File: src/rtl/flit_rx.sv
// Byte-serial flit receiver: sync byte, N payload bytes LSB-first, optional XOR checksum byte.
// Define FLIT_RX_CHECKSUM_EN to include the checksum byte and CHECK state in each frame.
module flit_rx #(
  parameter int         FLIT_WIDTH     = 64,
  parameter logic [7:0] SYNC_BYTE      = 8'hA5,
  parameter int         TIMEOUT_CYCLES = 255
) (
  input  logic                  clk,
  input  logic                  rst_n,
  input  logic [7:0]            rx_byte,
  input  logic                  rx_valid,
  output logic                  rx_ready,
  output logic [FLIT_WIDTH-1:0] flit_out,
  output logic                  flit_valid,
  input  logic                  flit_ready,
  output logic                  checksum_error,
  output logic                  timeout_error
);

  localparam int              N        = FLIT_WIDTH / 8;
  localparam int              IDXW     = (N > 1) ? $clog2(N) : 1;
  localparam logic [IDXW-1:0] LAST     = IDXW'(N - 1);
  localparam logic [7:0]      TMO_LAST = 8'(TIMEOUT_CYCLES - 1);

  typedef enum logic [1:0] {IDLE, PAYLOAD, CHECK} state_t;

  state_t            state_q, state_d;
  logic [IDXW-1:0]   idx_q;
  logic [N-1:0][7:0] asm_q, asm_d;
  logic [7:0]        tmo_q;
  logic [FLIT_WIDTH-1:0] flit_q;
  logic              fv_q;
  logic              tmo_err_q;
  logic              hold_ok, xfer, stall, tmo_hit, commit, sync_hit;
`ifdef FLIT_RX_CHECKSUM_EN
  logic [7:0]        xor_q;
  logic              chk_bad, chk_err_q;
`endif

  assign hold_ok = !fv_q || flit_ready;

  // The frame's final byte is held off while an unconsumed flit occupies the output register.
  always_comb begin
`ifdef FLIT_RX_CHECKSUM_EN
    rx_ready = rst_n && (state_q != CHECK || hold_ok);
`else
    rx_ready = rst_n && !(state_q == PAYLOAD && idx_q == LAST && !hold_ok);
`endif
  end

  assign xfer     = rx_valid && rx_ready;
  assign stall    = rx_valid && !rx_ready;
  assign sync_hit = (state_q == IDLE) && xfer && (rx_byte == SYNC_BYTE);
  // A byte arriving in the expiry cycle wins over the timeout.
  assign tmo_hit  = (state_q != IDLE) && !xfer && !stall && (tmo_q == TMO_LAST);

  for (genvar k = 0; k < N; k++) begin : g_lane
    assign asm_d[k] = (state_q == PAYLOAD && xfer && idx_q == IDXW'(k)) ? rx_byte : asm_q[k];
  end

  always_comb begin
    state_d = state_q;
    commit  = 1'b0;
`ifdef FLIT_RX_CHECKSUM_EN
    chk_bad = 1'b0;
`endif
    case (state_q)
      IDLE: if (sync_hit) state_d = PAYLOAD;
      PAYLOAD: begin
        if (tmo_hit) state_d = IDLE;
        else if (xfer && idx_q == LAST) begin
`ifdef FLIT_RX_CHECKSUM_EN
          state_d = CHECK;
`else
          state_d = IDLE;
          commit  = 1'b1;
`endif
        end
      end
`ifdef FLIT_RX_CHECKSUM_EN
      CHECK: begin
        if (tmo_hit) state_d = IDLE;
        else if (xfer) begin
          state_d = IDLE;
          if (rx_byte == xor_q) commit  = 1'b1;
          else                  chk_bad = 1'b1;
        end
      end
`endif
      default: state_d = IDLE;
    endcase
  end

  always_ff @(posedge clk) begin
    if (!rst_n) begin
      state_q   <= IDLE;
      idx_q     <= '0;
      asm_q     <= '0;
      tmo_q     <= '0;
      flit_q    <= '0;
      fv_q      <= 1'b0;
      tmo_err_q <= 1'b0;
`ifdef FLIT_RX_CHECKSUM_EN
      xor_q     <= '0;
      chk_err_q <= 1'b0;
`endif
    end else begin
      state_q <= state_d;
      asm_q   <= asm_d;
      if (sync_hit)                      idx_q <= '0;
      else if (state_q == PAYLOAD && xfer) idx_q <= idx_q + IDXW'(1);
`ifdef FLIT_RX_CHECKSUM_EN
      if (sync_hit)                      xor_q <= '0;
      else if (state_q == PAYLOAD && xfer) xor_q <= xor_q ^ rx_byte;
      chk_err_q <= chk_bad;
`endif
      // Backpressure stalls are not idle time.
      if (xfer || tmo_hit)                   tmo_q <= '0;
      else if (state_q != IDLE && !stall)    tmo_q <= tmo_q + 8'd1;
      // Output register is independent of the FSM; a load and an unload may coincide.
      if (commit) begin
        flit_q <= asm_d;
        fv_q   <= 1'b1;
      end else if (fv_q && flit_ready) begin
        fv_q   <= 1'b0;
      end
      tmo_err_q <= tmo_hit;
    end
  end

  assign flit_out      = flit_q;
  assign flit_valid    = fv_q;
  assign timeout_error = tmo_err_q;
`ifdef FLIT_RX_CHECKSUM_EN
  assign checksum_error = chk_err_q;
`else
  assign checksum_error = 1'b0;
`endif

endmodule

File: config.mk
export PLATFORM = sky130hd
export DESIGN_NAME = flit_rx
export DESIGN_NICKNAME = d
export VERILOG_FILES = /design/src/rtl/flit_rx.sv
export SDC_FILE = /design/constraint.sdc
export NUM_CORES = 1
export LEC_CHECK = 0
export CAP_MARGIN = 15
export CORE_ASPECT_RATIO = 0.6
export CORE_MARGIN = 5
export CORE_UTILIZATION = 40
export CTS_CLUSTER_SIZE = 14
export DETAILED_ROUTE_END_ITERATION = 7
export GPL_TIMING_DRIVEN = 0
export SETUP_SLACK_MARGIN = 0.2
export SYNTH_ARGS = -nofsm -noshare
export SYNTH_HDL_FRONTEND = slang
export SYNTH_SLANG_ARGS = --single-unit
File: constraint.sdc
create_clock -name clk -period 4.65 [get_ports clk]
set_input_delay 0.93 -clock clk [delete_from_list [all_inputs] [get_ports clk]]
set_output_delay 0.93 -clock clk [all_outputs]
set_load 0.03 [all_outputs]
==> run summary <==
The run finished with clean final reports. The total count of hold-check failures in the final report is 0, and the clock skew is 12.8 ps. Entering global routing, the biggest net connects 17 pins. For the worst-skew pair, the clock arrives at the later sink with an insertion delay of 410 ps. Area share of the leading cell type in the synthesized netlist: 0.541. The synthesized-area fraction occupied by xor and xnor cells was 0.00530; the half-perimeter wire length of the detailed placement result was 8.62 mm.

The number of violations of the max-capacitance limit was 0; the post-synthesis mux area share was 0.115. The fraction of power consumed by the clock network came out at 0.522. Synthesis handed over a netlist of 514 instances. The worst register-to-register path has a depth of 7.

The share of synthesized area occupied by flip-flops and latches came out at 0.541. The switching share of total power was 0.200. CTS placed an instance of sky130_fd_sc_hd__clkbuf_16 at the clock tree root. Global routing finished with a remaining overflow of 0. The critical path is of the in2out type. Adder-cell area share of the yosys netlist: 0.0202. Terminus of the critical flop-to-flop path: flit_out[47]. Port buffering added 70 buffers.

The utilization after layout is 0.534, and the distinct cell type count of the synthesized netlist is 35. Endpoint type of the worst setup path: an output pin. Before CTS, the worst setup slack after placement is 706 ps. Of all nets on the critical path, the largest fanout is 8. The width of the chip is 154 µm, and the number of antenna violations at the first check in global routing is 0. The routability congestion estimate came out at 0.838. Hold timing on the final database bottoms out at a slack of 455 ps. The share of post-route cells with drive strength above 1 is 0.104, and the number of antenna cells inserted is 0.

The detailed-routing iteration count for the pre-antenna-repair pass was 4. The tools report the fill cell total of the finished layout as 1086. The tools report the max-slew headroom at the worst pin as 0.596. Netlist area before placement: 4960 µm². Hold repair after CTS inserted 0 buffers. At the worst endpoint, the required time is 3720 ps.

Gates resized during post-CTS repair numbered 0. Adding up every negative setup slack in the final design gives 0 ps. The clock drives 134 sinks. Tracing the worst setup path back leads to its startpoint at rst_n. The initial core utilization was 0.410; the H-tree depth was 4. Across the VDD grid, the largest voltage drop is 0.320 mV. After detailed routing, the number of remaining DRC violations is 0. The longest clock path from root to sink contains 2 buffers. The largest single stage delay on the critical path is 710 ps.

Cell occurring most often along the worst timing path: sky130_fd_sc_hd__clkdlybuf4s50_1. The flip-flop and latch count after synthesis came out at 134. For flop-to-flop paths, the worst setup slack is 2360 ps. Once detail routing completed, the nets flagged for antenna violations numbered 0.

The tools report the via count of the first global-routing pass as 3807. The class of the worst hold path is reg2reg. The TritonCTS buffer count was 17; the first-pass GRT wire length was 20.2 mm. By area the synthesized netlist is led by sky130_fd_sc_hd__dfxtp_1, sky130_fd_sc_hd__mux2i_1, sky130_fd_sc_hd__a21oi_1.

The cell taking the most area after synthesis was sky130_fd_sc_hd__dfxtp_1. For the overall global routing resource usage, the log shows 0.177. For this design the ratio of total power to cell area is 390 nW/µm².

For the core outline area, the log shows 12100 µm². The cell with the biggest individual delay on the critical path is sky130_fd_sc_hd__clkdlybuf4s50_1. Setup violations remaining at the end of the flow were counted as 0.

In this run the worst setup path terminates at rx_ready. Dividing the synthesized area by the synthesized cell count gives 9.64 µm². The compound-gate portion of the synthesized area was 0.142; the worst path buffer plus inverter count was 4. Counting buffers and inverters, the worst setup path is 5 cells deep.

The top-level I/O count was 80. Cell internal power was estimated by the tool at 2.02 mW. The floorplan has 31 rows. The net count after synthesis came out at 534. Measured along the y axis, the die boundary spans 96.2 µm. The simple-gate portion of the synthesized area is 0.124.

Yosys printed 0 warnings. The final routed wire length divided by cell count is 16.0 µm. The critical register-to-register path startpoint is idx_q[0].

The static leakage power was 2.39 nW; the slew at the pin closest to its max-slew limit was 606 ps. Once routing completed, OpenROAD measured the worst setup slack at 718 ps. The kind of cell adding the most delay to the critical path was buffers and inverters.

Setup repair after global routing left no endpoint under its margin. At the worst endpoint, the arrival time is 3000 ps. TritonCTS built the clock tree.

The final-stage net count is 623, and the power share of the combinational group is 0.022. The die covers 14800 µm². Walking the worst path, the cells encountered are clkdlybuf4s50_1, inv_1, clkbuf_1, a21oi_1, clkdlybuf4s50_1.

Portion of total power attributed to sequential cells: 0.456. After detailed routing, the number of vias per cell comes to 4.87. The final count of pins violating max slew came out at 0. Wires add up to 12.5 mm. The post-CTS setup buffer count came out at 0.

Counting I/O delays and the setup requirement, the final critical path takes 3930 ps. The register clock-pin slew on the reported worst setup and hold paths is 50 ps. After synthesis, the largest family of logic cells by area is compound AO/OA/AOI/OAI gates. The startpoint type of the worst setup path was an input port. The run gives 0.505 mW as the switching power total.

The area growth from synthesis to layout is 30.3%. The number of DRC markers in iteration 0 is 216. The upper clock frequency limit is 0.254 GHz.

Summing over every cut layer, the via total after detailed routing is 3804. Post-route fraction of the period consumed by the critical path: 0.846.
## cell usage in the layout, fill, tap and decap left out, types with 3 or more instances in the layout
| cell | count |
|---|---|
| sky130_fd_sc_hd__clkbuf_16 | 17 |
| sky130_fd_sc_hd__clkinv_2 | 6 |
| sky130_fd_sc_hd__clkdlybuf4s50_1 | 70 |
| sky130_fd_sc_hd__o21ai_1 | 13 |
| sky130_fd_sc_hd__buf_4 | 9 |
| sky130_fd_sc_hd__buf_2 | 16 |
| sky130_fd_sc_hd__mux2i_1 | 57 |
| sky130_fd_sc_hd__o21ai_0 | 47 |
| sky130_fd_sc_hd__nand3_1 | 7 |
| sky130_fd_sc_hd__inv_1 | 6 |
| sky130_fd_sc_hd__clkbuf_8 | 5 |
| sky130_fd_sc_hd__and4_1 | 4 |
| sky130_fd_sc_hd__ha_1 | 8 |
| sky130_fd_sc_hd__clkbuf_1 | 18 |
| sky130_fd_sc_hd__nor3_4 | 3 |
| sky130_fd_sc_hd__nor2_1 | 63 |
| sky130_fd_sc_hd__dfxtp_1 | 134 |
| sky130_fd_sc_hd__nand2_1 | 25 |
| sky130_fd_sc_hd__or3_1 | 4 |
| sky130_fd_sc_hd__a21oi_1 | 73 |
## layout make-up
type	count	area, µm²	area share
clock inverter	9	97.6	0.0151
buffer	44	234	0.0362
clock buffer	23	498	0.0771
timing repair buffer	70	701	0.108
multi-input combinational	330	2020	0.312
inverter	6	22.5	0.00349
sequential	134	2680	0.415
tap	165	206	0.0320
## state kept, by name, indices dropped and copies added, names as in the netlist
name	flops
asm_q	56
flit_out	64
flit_valid	1
idx_q	3
state_q	1
timeout_error	1
tmo_q	8
## cells in the mapped netlist
library cell,n
sky130_fd_sc_hd__a211oi_1,1
sky130_fd_sc_hd__a21o_1,2
sky130_fd_sc_hd__a21oi_1,73
sky130_fd_sc_hd__and3_1,1
sky130_fd_sc_hd__and3_4,1
sky130_fd_sc_hd__and3b_1,1
sky130_fd_sc_hd__and4_1,4
sky130_fd_sc_hd__buf_2,16
sky130_fd_sc_hd__buf_4,9
sky130_fd_sc_hd__buf_6,2
sky130_fd_sc_hd__clkbuf_1,17
sky130_fd_sc_hd__conb_1,1
sky130_fd_sc_hd__dfxtp_1,134
sky130_fd_sc_hd__ha_1,8
sky130_fd_sc_hd__inv_1,6
sky130_fd_sc_hd__mux2i_1,57
sky130_fd_sc_hd__nand2_1,25
sky130_fd_sc_hd__nand2b_1,2
sky130_fd_sc_hd__nand3_1,7
sky130_fd_sc_hd__nand3_2,1
sky130_fd_sc_hd__nand3_4,1
sky130_fd_sc_hd__nand3b_1,2
sky130_fd_sc_hd__nand4_1,2
sky130_fd_sc_hd__nand4b_1,2
sky130_fd_sc_hd__nor2_1,63
sky130_fd_sc_hd__nor3_4,3
sky130_fd_sc_hd__nor3b_1,1
sky130_fd_sc_hd__nor4_1,1
sky130_fd_sc_hd__o21ai_0,47
sky130_fd_sc_hd__o21ai_1,13
sky130_fd_sc_hd__o31ai_1,2
sky130_fd_sc_hd__or3_1,4
sky130_fd_sc_hd__or4_1,2
sky130_fd_sc_hd__xnor2_1,2
sky130_fd_sc_hd__xor2_1,1
## power groups by stage
stage               Combinational [mW]  Sequential, mW  Clock, mW
floorplan                       0.0303            1.17          0
detailed placement              0.0556            1.17          0
global placement                0.0551            1.17          0
CTS                             0.0556            1.15       1.34
finish                          0.0550            1.15       1.32
global route                    0.0600            1.15       1.41
## worst min-delay path by stage
stage,from,to,slack [ps],depth (start not counted)
after floorplan,tmo_q[7],tmo_q[7],450,2
after global placement,flit_out[58],flit_out[58],450,2
after detailed placement,flit_out[58],flit_out[58],450,2
after CTS,flit_out[58],flit_out[58],460,2
after global routing,flit_out[58],flit_out[58],470,2
final,flit_out[58],flit_out[58],450,2
## per-stage QoR
stage	cell area, µm²	instances	power (mW)
after floorplan	4960	514	1.20
after global placement	5860	749	1.23
after detailed placement	5860	749	1.23
after CTS	6460	781	2.55
after global routing	6460	781	2.62
final	6460	781	2.52
## tightest hold or removal path, stage by stage (launching register included)
cell	delay, ps
sky130_fd_sc_hd__dfxtp_1	310
sky130_fd_sc_hd__nand2_1	50
sky130_fd_sc_hd__a21oi_1	50
## logic make-up (layout without fill, tap and decap cells)
family | count (synthesis) | count (layout)
multiplexers | 57 | 57
XOR/XNOR | 3 | 3
AND/OR/NAND/NOR | 123 | 123
adder cells (fa/ha/maj) | 8 | 8
AO/OA/AOI/OAI | 138 | 138
other | 1 | 1
buffers and inverters | 50 | 152
flip-flops | 134 | 134
## metal layers
| layer | track usage | wire length (µm) | vias up |
|---|---|---|---|
| li1 | - | - | 1947 |
| met2 | 0.253 | 5150 | 76 |
| met5 | 0 | 0 | - |
| met1 | 0.253 | 6610 | 1777 |
| met4 | 0.0544 | 61 | 0 |
| met3 | 0.0575 | 660 | 4 |
(Power assumes the default switching activity.)
